File: src/rtl/ecc_secded_dec.sv
// Pipelined Hamming SEC-DED checker/corrector with error counters and a first-DED syndrome log.
// Ports:
//   clk, rst_n            clock, async active-low reset
//   ivld/irdy/icode       codeword input handshake (CW = DW+P+1 bits)
//   ovld/ordy             output handshake
//   odat                  corrected data (raw data bits on DED)
//   oerr_sec/oerr_ded     single-corrected / uncorrectable flags, qualified by ovld
//   osyn                  Hamming syndrome of the delivered word
//   clr_cnt               synchronous clear of counters and log
//   cnt_sec/cnt_ded       saturating counts of SEC/DED words delivered
//   log_vld/log_syn       sticky first-DED flag and its syndrome
module ecc_secded_dec #(
  parameter int unsigned DW   = 8,
  parameter int unsigned P    = 4,
  parameter int unsigned CNTW = 16
) (
  input  logic            clk,
  input  logic            rst_n,
  input  logic            ivld,
  output logic            irdy,
  input  logic [DW+P:0]   icode,
  output logic            ovld,
  input  logic            ordy,
  output logic [DW-1:0]   odat,
  output logic            oerr_sec,
  output logic            oerr_ded,
  output logic [P-1:0]    osyn,
  input  logic            clr_cnt,
  output logic [CNTW-1:0] cnt_sec,
  output logic [CNTW-1:0] cnt_ded,
  output logic            log_vld,
  output logic [P-1:0]    log_syn
);

  localparam int unsigned CW = DW + P + 1;

  // P must be the smallest value covering DW data bits plus P check bits.
  if (DW < 4 || DW > 64 || (1 << P) < CW || (1 << (P - 1)) >= CW - 1) begin : g_bad_param
    $error("ecc_secded_dec: DW must be 4..64 and P the smallest value with 2**P >= DW+P+1");
  end

  // Hamming position (1-based) of data bit j: the j-th non-power-of-two position.
  function automatic int unsigned data_pos(input int unsigned j);
    int unsigned cnt;
    int unsigned pos;
    cnt = 0;
    pos = 0;
    for (int unsigned p = 1; p < CW; p++) begin
      if ((p & (p - 1)) != 0) begin
        if (cnt == j) pos = p;
        cnt++;
      end
    end
    return pos;
  endfunction

  logic          s1_vld;
  logic [CW-1:0] s1_code;
  logic [P-1:0]  s1_syn;
  logic          s1_g;
  logic          s2_adv;
  logic          ohs;
  logic [P-1:0]  syn_c;
  logic          g_c;
  logic [CW-1:0] fix_c;
  logic [DW-1:0] dat_c;
  logic          sec_c;
  logic          ded_c;

  assign s2_adv = ~ovld | ordy;
  assign irdy   = ~s1_vld | s2_adv;
  assign ohs    = ovld & ordy;

  // Syndrome and overall parity of the incoming word.
  always_comb begin
    syn_c = '0;
    for (int unsigned i = 0; i < CW - 1; i++) begin
      for (int unsigned k = 0; k < P; k++) begin
        if ((((i + 1) >> k) & 1) != 0) syn_c[k] = syn_c[k] ^ icode[i];
      end
    end
    g_c = ^icode;
  end

  // Classify, correct the flagged position, extract data.
  always_comb begin
    fix_c = s1_code;
    sec_c = 1'b0;
    ded_c = 1'b0;
    if (s1_g && (32'(s1_syn) <= CW - 1)) begin
      sec_c = 1'b1;
      for (int unsigned i = 0; i < CW - 1; i++) begin
        if (32'(s1_syn) == i + 1) fix_c[i] = ~fix_c[i];
      end
    end else if (s1_g || (s1_syn != '0)) begin
      ded_c = 1'b1;
    end
    dat_c = '0;
    for (int unsigned j = 0; j < DW; j++) begin
      dat_c[j] = fix_c[data_pos(j) - 1];
    end
  end

  // Stage 1: codeword, syndrome, parity.
  always_ff @(posedge clk or negedge rst_n) begin
    if (!rst_n) begin
      s1_vld  <= 1'b0;
      s1_code <= '0;
      s1_syn  <= '0;
      s1_g    <= 1'b0;
    end else if (irdy) begin
      s1_vld <= ivld;
      if (ivld) begin
        s1_code <= icode;
        s1_syn  <= syn_c;
        s1_g    <= g_c;
      end
    end
  end

  // Stage 2: corrected data and flags, held while the consumer stalls.
  always_ff @(posedge clk or negedge rst_n) begin
    if (!rst_n) begin
      ovld     <= 1'b0;
      odat     <= '0;
      oerr_sec <= 1'b0;
      oerr_ded <= 1'b0;
      osyn     <= '0;
    end else if (s2_adv) begin
      ovld <= s1_vld;
      if (s1_vld) begin
        odat     <= dat_c;
        oerr_sec <= sec_c;
        oerr_ded <= ded_c;
        osyn     <= s1_syn;
      end
    end
  end

  // Saturating counters; a clear coinciding with an increment leaves 1.
  always_ff @(posedge clk or negedge rst_n) begin
    if (!rst_n) begin
      cnt_sec <= '0;
      cnt_ded <= '0;
    end else begin
      if (clr_cnt) cnt_sec <= (ohs && oerr_sec) ? CNTW'(1) : '0;
      else if (ohs && oerr_sec && (cnt_sec != '1)) cnt_sec <= cnt_sec + CNTW'(1);
      if (clr_cnt) cnt_ded <= (ohs && oerr_ded) ? CNTW'(1) : '0;
      else if (ohs && oerr_ded && (cnt_ded != '1)) cnt_ded <= cnt_ded + CNTW'(1);
    end
  end

  // First-DED log; a clear coinciding with a DED captures the new one.
  always_ff @(posedge clk or negedge rst_n) begin
    if (!rst_n) begin
      log_vld <= 1'b0;
      log_syn <= '0;
    end else if (clr_cnt) begin
      log_vld <= ohs & oerr_ded;
      log_syn <= (ohs && oerr_ded) ? osyn : '0;
    end else if (ohs && oerr_ded && !log_vld) begin
      log_vld <= 1'b1;
      log_syn <= osyn;
    end
  end

endmodule

File: config.mk
export PLATFORM = sky130hd
export DESIGN_NAME = ecc_secded_dec
export DESIGN_NICKNAME = d
export VERILOG_FILES = /design/src/rtl/ecc_secded_dec.sv
export SDC_FILE = /design/constraint.sdc
export NUM_CORES = 1
export LEC_CHECK = 0
export ABC_CLOCK_PERIOD_IN_PS = 2700
export CORE_MARGIN = 1
export CORE_UTILIZATION = 45
export CTS_CLUSTER_DIAMETER = 30
export DETAILED_ROUTE_END_ITERATION = 10
export GPL_TIMING_DRIVEN = 0
export PLACE_DENSITY = 0.71
export SYNTH_ARGS = -nofsm -noshare
export SYNTH_HDL_FRONTEND = slang
export SYNTH_SLANG_ARGS = --single-unit
export TNS_END_PERCENT = 50
File: constraint.sdc
create_clock -name clk -period 2.7 [get_ports clk]
set_input_delay 0.54 -clock clk [delete_from_list [all_inputs] [get_ports clk]]
set_output_delay 0.54 -clock clk [all_outputs]
set_load 0.03 [all_outputs]
==> metrics.txt <==
Synth Net Count 388; Peak VDD IR 389 uV; stage delay of the slowest cell on the critical path 0.69 ns; clock transition at the register clock pins on the worst setup and hold paths after CTS 0.07 ns; final cell utilization of the core 59.3%; fraction of the cycle the final worst path needs 95.3%; Avg Synthesized Cell Area 9.74 um^2; count of pins on the block boundary 71; number of flops mapped to enable cells by yosys 0; setup repair after global routing missed its margin no; synthesized flop and latch total 66; number of violations reported at the end of detailed-routing iteration 0 200; xor/xnor share of the synthesized area 7.12%; placeable core region 7730 um^2; critical path start-end classification primary input to output port; area share of and/or/nand/nor cells after synthesis 22.6%; Post-Layout Inst Area 4590 um^2; total routing resource utilization after global routing 21.5%; result of the run completed; cells taking the most area after synthesis sky130_fd_sc_hd__dfrtp_1 (46%), sky130_fd_sc_hd__mux2_2 (7.9%), sky130_fd_sc_hd__nand2_1 (4.7%); synthesized-area fraction occupied by adder cells 0.698%; detailed-routing iteration count for the pre-antenna-repair pass 4; CTS tree built; worst-margin pin slew 0.826 ns; worst path arrival time 2.03 ns; share of layout cells above drive strength 1 10.8%; Highest Clock Rate 389 MHz; number of nets with antenna violations after detailed routing 0; Post-Route WL 8290 um; average via count per standard cell 5.55; overall overflow remaining after global route 0; register area share after synthesis 46.1%; Die Area 8330 um^2; wire length per cell after detailed routing 15.0 um; proportion of synthesized area in mux cells 8.41%; chain of cells forming the critical path clkdlybuf4s50_1 > nand3b_1 > clkdlybuf4s50_1; endpoint required time on the critical path 2.16 ns; YS warnings 0; post-synthesis cell area 3590 um^2; Max Root-Sink Buffers 2; post-route clock skew 0.0102 ns; Fin Hold WS 0.298 ns; Slew Limit Fails 0; distinct cell type count of the synthesized netlist 47; type of destination of the critical path output port; shortest clock period the worst path allows after layout 2.57 ns; number of global-route vias before repair 2977; vertical die dimension 91.3 um; count of buffers added by post-CTS timing repair for setup 0; CP max stage cell sky130_fd_sc_hd__clkdlybuf4s50_1; Setup WS pre-CTS -0.0637 ns; largest area contributor in the synthesized netlist sky130_fd_sc_hd__dfrtp_1; number of maximum-capacitance constraint violations 0; count of cells resized by post-cts repair 0; area growth from synthesis to layout 27.9%; Slew Limit Headroom 45.0%; placed inst area 4400 um^2; R2R setup slack 0.62 ns; vias after detailed routing 3077; Top FF cell, synth sky130_fd_sc_hd__dfrtp_1; min-delay worst type primary input to async pin; hold-fix buffer count after cts 0; diode insertion count for antenna repair 0; capture instance of the worst register-to-register path cnt_sec[15]; Net count, final 468; area share of the largest cell type after synthesis 46.1%; largest net degree at the start of global routing 67; Final Setup Violations 0; number of H-tree branching levels 3; most frequent cells in the layout sky130_fd_sc_hd__clkdlybuf4s50_1 (68), sky130_fd_sc_hd__dfrtp_1 (66), sky130_fd_sc_hd__nand2_1 (45); category of the worst setup path launch point primary input; Final WS setup 0.128 ns; leakage power of the design 0.00186 uW; final count of hold timing violations 0; main combinational cell family by area after synthesis simple AND/OR/NAND/NOR gates; Power per Cell Area 634 nW/um^2; dominant cell type by count on the critical path sky130_fd_sc_hd__clkdlybuf4s50_1; sink count of the clock tree 66; count of mapped cells out of synthesis 368; later-pin clock latency in the skew report 0.33 ns; number of antenna violations at the first check in global routing 0; die boundary width 91.3 um; DRC violations left 0; fraction of the mapped netlist area in compound gates 12.3%; clock tree root driver cell sky130_fd_sc_hd__clkbuf_8; worst reg2reg startpoint ovld; DPL Wire Length 6060 um; last weighted congestion value of the routability-driven placer 0.845; most common cell after layout, fill and taps aside sky130_fd_sc_hd__clkdlybuf4s50_1; sum of internal, switching and leakage power 2910 uW; worst-case reg-to-reg path depth 5; Initial Utilization 46.4%; number of buffers created by CTS 9; IO buf count 69; Crit Path Max Fanout 7; fraction of registers with async set or reset after synthesis 100%; wire length of the first global-routing pass 14300 um; number of core rows 32
## layer usage
layer / track usage, % / share of wire [%]
met5: 0 / 0
met4: 9.13 / 1.5
met1: 29.5 / 46
met3: 3.18 / 4.0
met2: 33.8 / 48
## cell families after synthesis
| family | after synthesis |
|---|---|
| AO/OA/AOI/OAI | 70 |
| flip-flops | 66 |
| XOR/XNOR | 26 |
| adder cells (fa/ha/maj) | 2 |
| buffers and inverters | 24 |
| AND/OR/NAND/NOR | 153 |
| multiplexers | 27 |
## synth_stat cells, drive strengths merged (3+ instances only)
| library cell | n |
|---|---|
| a22o | 4 |
| buf | 4 |
| nand3b | 3 |
| nand2b | 4 |
| nand2 | 45 |
| nor2 | 29 |
| nand4 | 14 |
| inv | 5 |
| and2 | 4 |
| clkbuf | 15 |
| xnor2 | 18 |
| a211oi | 6 |
| or3 | 5 |
| and3 | 4 |
| or4 | 5 |
| xor2 | 6 |
| o41ai | 3 |
| a21oi | 23 |
| o31ai | 4 |
| o21ai | 19 |
| mux2 | 25 |
| nor2b | 15 |
| dfrtp | 66 |
| nand3 | 13 |
| and4 | 6 |
## final cells by class
class	instances	area [um^2]
sequential	66	1650
clock buffer	10	128
clock inverter	5	56.3
multi-input combinational	278	1830
buffer	19	83.8
tap	102	128
fill	667	3140
timing repair buffer	69	688
inverter	5	18.8
## sequential cells by signal, summed over array words and instances (netlist names)
name	count
s1_syn	4
cnt_sec	16
cnt_ded	16
log_vld	1
odat	8
s1_vld	1
log_syn	4
s1_g	1
oerr_sec	1
s1_code	8
osyn	4
ovld	1
oerr_ded	1
## power by group
group,total (uW),internal (uW),switching [uW]
clock network,794,420,374
logic,843,370,473
registers,1270,1130,141
total,2910,1920,988
## worst max-delay path by stage
| stage | startpoint | end | slack, ns | cells past startpoint |
|---|---|---|---|---|
| 6_report | ordy | irdy | 0.13 | 3 |
| 5_1_grt | ordy | irdy | 0.05 | 3 |
| 4_1_cts | ordy | irdy | 0.11 | 3 |
| 2_1_floorplan | cnt_sec[0] | cnt_sec[10] | 0.59 | 6 |
| 3_3_place_gp | rst_n | cnt_sec[1] | -1.14 | 1 |
| 3_5_place_dp | ordy | cnt_sec[15] | -0.06 | 6 |
## critical path: cells and delay by family
kind / cells / cell delay (ns)
buffers and inverters: 2 / 1.30
and+or+nand+nor: 1 / 0.19
## through the flow
step / TNS [ns] / instances
finish: 0 / 554
floorplan: 0 / 368
global placement: -75.04 / 539
global route: 0 / 554
detailed placement: -0.0637 / 539
CTS: 0 / 554
No activity file was read; power rests on OpenSTA's default activity.
==> RTL change 1: new RTL, config.mk and constraints unchanged <==
`CNTW`: 16 -> 15.
--- a/src/rtl/ecc_secded_dec.sv
+++ b/src/rtl/ecc_secded_dec.sv
@@ -12,7 +12,7 @@
 module ecc_secded_dec #(
   parameter int unsigned DW   = 8,
   parameter int unsigned P    = 4,
-  parameter int unsigned CNTW = 16
+  parameter int unsigned CNTW = 15
 ) (
   input  logic            clk,
   input  logic            rst_n,
Interface: changed (resized cnt_ded and cnt_sec); port bits go from 71 to 69. No check against the original RTL was run, so the function may have changed too.
==> RTL change 1 against the unedited design <==
  * Count of clock-buffer cells in the layout did not move
  * Area after synthesis fell by 9.6%
  * First-iteration DRC count fell by 60%
  * Wire length fell by 19%
  * Fmax rose by 0.46%
  * Critical path depth did not move
  * Total power rose by 0.35%
  * Clock power fell by 0.6%
  * Setup slack improved by 12 ps
  * Final area fell by 7.8%
  * Sequential share of layout area rose by 1.9 points
  * Highest routed layer unchanged
  * Sequential cell count fell by 2
==> RTL change 1: results (changes against the unedited design) <==
stage;metric;value;unit;change
clocking;cts_setup_buffers;0;;unchanged
clocking;cts_buffer_depth;2;;unchanged
setup_path;crit_fanout;5;;was 7
timing;fin_skew;7.67;ps;was 10.2 ps
setup_path;crit_end;irdy;;unchanged
grt;met1_usage;26.5;%;was 29.5%
setup_path;r2r_setup_slack;650;ps;was 620 ps
route;drtIter0Drc;81;;was 200
placed_design;place_ws;164;ps;was -63.7 ps
synth;synthArstFlopShare;100;%;unchanged
grt;grtUsageTotal;19.8;%;was 21.5%
timing;worstMarginPinSlew;803;ps;was 826 ps
grt;grt_pass1_vias;2441;;was 2977
finish;nNetsFinal;409;;was 468
clocking;path_clk_slew;70;ps;about the same
grt;grt_use_met3;3.41;%;was 3.18%
setup_path;startpoint;ordy;;unchanged
clocking;cts_root_buf;clkbuf_8;;unchanged
clocking;numCtsBuffers;9;;unchanged
grt;grt_start_max_net_pins;65;;was 67
grt;gr-usage-met2;31.2;%;was 33.8%
grt;antenna_found_initial;0;;unchanged
setup_path;reg2reg_depth;7;;was 5
setup_path;r2r-end;cnt_sec[0]$_DFFE_PN0P_;;was cnt_sec[15]$_DFFE_PN0P_
timing;timing.final.ws_setup;140;ps;was 128 ps
synth;ys_seq_area_share;49.4;%;was 46.1%
setup_path;r2r-start;cnt_sec[0]$_DFFE_PN0P_;;was ovld$_DFFE_PN0P_
placed_design;globalplace.congestion;0.789;;was 0.845
synth;syn-num-nets;330;;was 388
setup_path;worstPathArrival;2020;ps;
route;wire_per_inst;13.7;um;was 15.0 um
power;p_leak;1.63;nW;was 1.86 nW
clocking;ctsResizeCount;0;;unchanged
finish;antenna_cells;0;;unchanged
finish;reg.largest.list;cnt_ded: 15 flops, cnt_sec: 15 flops;;was cnt_ded: 16 flops, cnt_sec: 16 flops
route;via_per_inst;5.21;;was 5.55
placed_design;dpl.hpwl;4.92;mm;was 6.06 mm
status;outcome;finished, final reports clean;;unchanged
synth;yosys-top-cells-area;dfrtp_1, xnor2_1, nor2_1;;was dfrtp_1, mux2_2, nand2_1
power;peakVddDrop;0.000492;V;was 0.000389 V
placed_design;port_buffers;68;;was 69
synth;synth_cell_types;49;;was 47
finish;fillers;609;;was 667
route;dr.pass1.iters;4;;unchanged
synth;yosys_warnings;0;;unchanged
min_path;min_path_type;input port to async pin;;unchanged
synth;synthTopCellsByCount;dfrtp_1, nor2_1, xnor2_1;;was dfrtp_1, nand2_1, nor2_1
placed_design;dpl-instance-area;4040;um2;was 4400 um2
clocking;clock_latency;340;ps;
grt;grt_pass1_wl;11.5;mm;was 14.3 mm
clocking;cts_htree_levels;3;;unchanged
finish;drive_gt1_share;11.4;%;was 10.8%
[RTL change 1: changes by cell type in the layout (fill, tap and decap cells not counted), sizes merged, moves of 6 or more]
cell,unedited run,this run
nor2,29,43
clkbuf,25,19
nor2b,15,0
nand4,14,8
xnor2,18,41
nand2,45,18
mux2,25,12
a21oi,23,16
o21ai,19,11
[RTL change 1: area by class of cell]
class | count | area, um2 | share of cell area (%)
plain buffers | 11 | 52.6 | 1.24
clock buffers | 10 | 128 | 3.02
clock inverters | 6 | 60.1 | 1.42
inverters | 8 | 30.0 | 0.710
multi-input cells | 227 | 1560 | 36.8
flip-flops and latches | 64 | 1600 | 37.9
well taps | 96 | 120 | 2.84
repair buffers | 68 | 678 | 16.0
[RTL change 1: power by group]
group	internal [mW]	switching [mW]	total [mW]
registers	1.11	0.138	1.24
clock network	0.421	0.367	0.789
logic	0.395	0.489	0.884
total	1.92	0.994	2.92
[RTL change 1: per-layer routing]
metal  routed length [um]  vias to the layer above  part of all wire [%]
met4                  112                        0                   1.7
met3                  229                       11                   3.4
met5                    0                        -                     0
met2                 3270                       55                    49
met1                 3120                     1232                    46
li1                     -                     1253                     -
[RTL change 1: kinds of logic after synthesis]
kind of cell,count (synthesis),share of synthesized area [%]
AND/OR/NAND/NOR,118,20.4
flip-flops,64,49.4
AO/OA/AOI/OAI,47,9.22
XOR/XNOR,46,12.9
buffers and inverters,19,2.55
multiplexers,14,4.79
adder cells (fa/ha/maj),2,0.772
[RTL change 1: metrics by stage]
step	instances	total power [mW]	hold WS, ps
floorplan	310	1.78	244
global placement	474	2.14	456
detailed placement	474	2.15	475
CTS	490	2.95	312
global route	490	3.07	355
finish	490	2.92	283
[RTL change 1: critical path: stages]
cell and delay (ps):
clkdlybuf4s50_1 560, nand3b_1 210, clkdlybuf4s50_1 710
==> RTL change 2: new RTL, same flow settings <==
Without the edit above. Register the output `cnt_sec` once more; this adds one clock of latency there. The other outputs are not delayed to match.
--- a/src/rtl/ecc_secded_dec.sv
+++ b/src/rtl/ecc_secded_dec.sv
@@ -33,6 +33,8 @@
 );
 
   localparam int unsigned CW = DW + P + 1;
+
+  logic [CNTW-1:0] cnt_sec_s0;
 
   // P must be the smallest value covering DW data bits plus P check bits.
   if (DW < 4 || DW > 64 || (1 << P) < CW || (1 << (P - 1)) >= CW - 1) begin : g_bad_param
@@ -140,11 +142,11 @@
   // Saturating counters; a clear coinciding with an increment leaves 1.
   always_ff @(posedge clk or negedge rst_n) begin
     if (!rst_n) begin
-      cnt_sec <= '0;
+      cnt_sec_s0 <= '0;
       cnt_ded <= '0;
     end else begin
-      if (clr_cnt) cnt_sec <= (ohs && oerr_sec) ? CNTW'(1) : '0;
-      else if (ohs && oerr_sec && (cnt_sec != '1)) cnt_sec <= cnt_sec + CNTW'(1);
+      if (clr_cnt) cnt_sec_s0 <= (ohs && oerr_sec) ? CNTW'(1) : '0;
+      else if (ohs && oerr_sec && (cnt_sec_s0 != '1)) cnt_sec_s0 <= cnt_sec_s0 + CNTW'(1);
       if (clr_cnt) cnt_ded <= (ohs && oerr_ded) ? CNTW'(1) : '0;
       else if (ohs && oerr_ded && (cnt_ded != '1)) cnt_ded <= cnt_ded + CNTW'(1);
     end
@@ -164,5 +166,9 @@
     end
   end
 
+  always_ff @(posedge clk) begin
+    cnt_sec <= cnt_sec_s0;
+  end
+
 endmodule
 
Behaviour: not the same (Yosys sat finds a counterexample within 4 cycles, from zero or initial values and one cycle with rst_n low).
==> RTL change 2 against the unedited design <==
  * Area after synthesis is 2.8% higher
  * Cell count is 4.3% lower
  * Wire length down 11%
  * Final area is 2.0% higher
  * Sequential cell count grew 16
  * Register-to-register slack improved by 160 ps
  * Via count decreased by 10%
  * Total power increased by 9.4%
  * Setup slack better by 20 ps
  * Highest routed layer unchanged
==> RTL change 2: results (changes against the unedited design) <==
stage;metric;value;unit;change
status;outcome;finished, final reports clean;;unchanged
route;num_vias;2756;;was 3077
synth;synth_xor_area_share;13.3;%;was 7.12%
grt;grt_pass1_vias;2607;;was 2977
power;p_leak;1.91;nW;was 1.86 nW
grt;grt_pass1_wl;12.7;mm;was 14.3 mm
timing;fin_skew;9.40;ps;was 10.2 ps
synth;synthTopCellsByCount;dfrtp_1, nor2_1, nand2_1;;was dfrtp_1, nand2_1, nor2_1
route;wl_met3;331;um;was 332 um
clocking;numCtsBuffers;9;;unchanged
setup_path;crit_fanout;6;;was 7
finish;drive_gt1_share;9.11;%;was 10.8%
synth;synthArstFlopShare;80.5;%;was 100%
finish;reg.largest.list;cnt_ded: 16 flops, cnt_sec: 16 flops, cnt_sec_s0: 16 flops;;was cnt_ded: 16 flops, cnt_sec: 16 flops
synth;ys_seq_area_share;53.5;%;was 46.1%
timing;slew_headroom;44.0;%;was 45.0%
setup_path;cp_slowest_cell;clkdlybuf4s50_1;;unchanged
grt;grtUsageTotal;19.0;%;was 21.5%
route;wl_met1;3.40;mm;was 3.84 mm
power;peakVddDrop;0.000306;V;was 0.000389 V
placed_design;globalplace.congestion;0.783;;was 0.845
placed_design;dpl.hpwl;5.37;mm;was 6.06 mm
finish;nNetsFinal;443;;was 468
route;dr.pass1.iters;6;;was 4
route;wl_met2;3.53;mm;was 4.00 mm
synth;synthAdderAreaFrac;0.679;%;was 0.698%
clocking;cts_htree_levels;3;;unchanged
clocking;path_clk_slew;80;ps;
synth;synthMuxAreaShare;3.60;%;was 8.41%
clocking;clock_latency;350;ps;was 330 ps
synth;syn-num-nets;363;;was 388
setup_path;critPathMaxStageDelay;700;ps;
synth;synth_cell_types;42;;was 47
power;p_int;2.11;mW;was 1.92 mW
setup_path;worstPathArrival;2010;ps;was 2030 ps
RTL change 2: metal layers:
metal | up-vias | track usage [%]
li1 | 1337 | -
met1 | 1339 | 25.5
met5 | - | 0
met2 | 68 | 30.2
met4 | 0 | 7.55
met3 | 12 | 3.94
RTL change 2: power groups by stage:
stage               sequential (mW)  combinational (mW)  clock, mW
finish                         1.54               0.833      0.801
floorplan                      1.73               0.315          0
global route                   1.57               0.909      0.866
global placement               1.56               0.824          0
CTS                            1.54               0.844      0.811
detailed placement             1.57               0.841          0
RTL change 2: critical path: cells and delay by family:
kind,cells,cell delay [ps]
buf+inv,2,1270
simple gates,1,200
RTL change 2: cell type report:
cell class	count	area (um2)
buffer	9	36.3
multi-input combinational	250	1670
tap	102	128
inverter	2	7.51
timing repair buffer	69	688
clock inverter	4	28.8
fill	720	3130
sequential	82	1970
clock buffer	12	145
RTL change 2: cell families (layout without fill, tap and decap cells):
kind of cell,count (synthesis),count (layout)
adders and majority gates,2,2
buffers and inverters,11,96
AOI/OAI and AO/OA,37,37
DFF,82,82
muxes,12,12
xor gates and xnor gates,56,56
and+or+nand+nor,143,143
RTL change 2: path summary, 6_finish.rpt:
path | slack [ps] | end | from | depth (start not counted)
setup / recovery | 150 | irdy | ordy | 3
hold / removal | 290 | cnt_sec_s0[6]$_DFFE_PN0P_ | rst_n | 1
setup reg to reg | 780 | cnt_ded[14]$_DFFE_PN0P_ | cnt_ded[0]$_DFFE_PN0P_ | 6
hold reg to reg | 420 | cnt_sec[6]$_DFF_P_ | cnt_sec_s0[6]$_DFFE_PN0P_ | 0
max in group asynchronous | 1870 | log_syn[2]$_DFFE_PN0P_ | rst_n | 1
min in group clk | 420 | cnt_sec[6]$_DFF_P_ | cnt_sec_s0[6]$_DFFE_PN0P_ | 0
RTL change 2: through the flow:
stage          instances  cell area (um2)  setup slack (ps)  TNS (ps)
2_1_floorplan        343             3690               761         0
4_1_cts              530             4680               141         0
6_report             530             4680               148         0
3_3_place_gp         514             4500             -1160    -76550
3_5_place_dp         514             4500               157         0
5_1_grt              530             4680              72.5         0
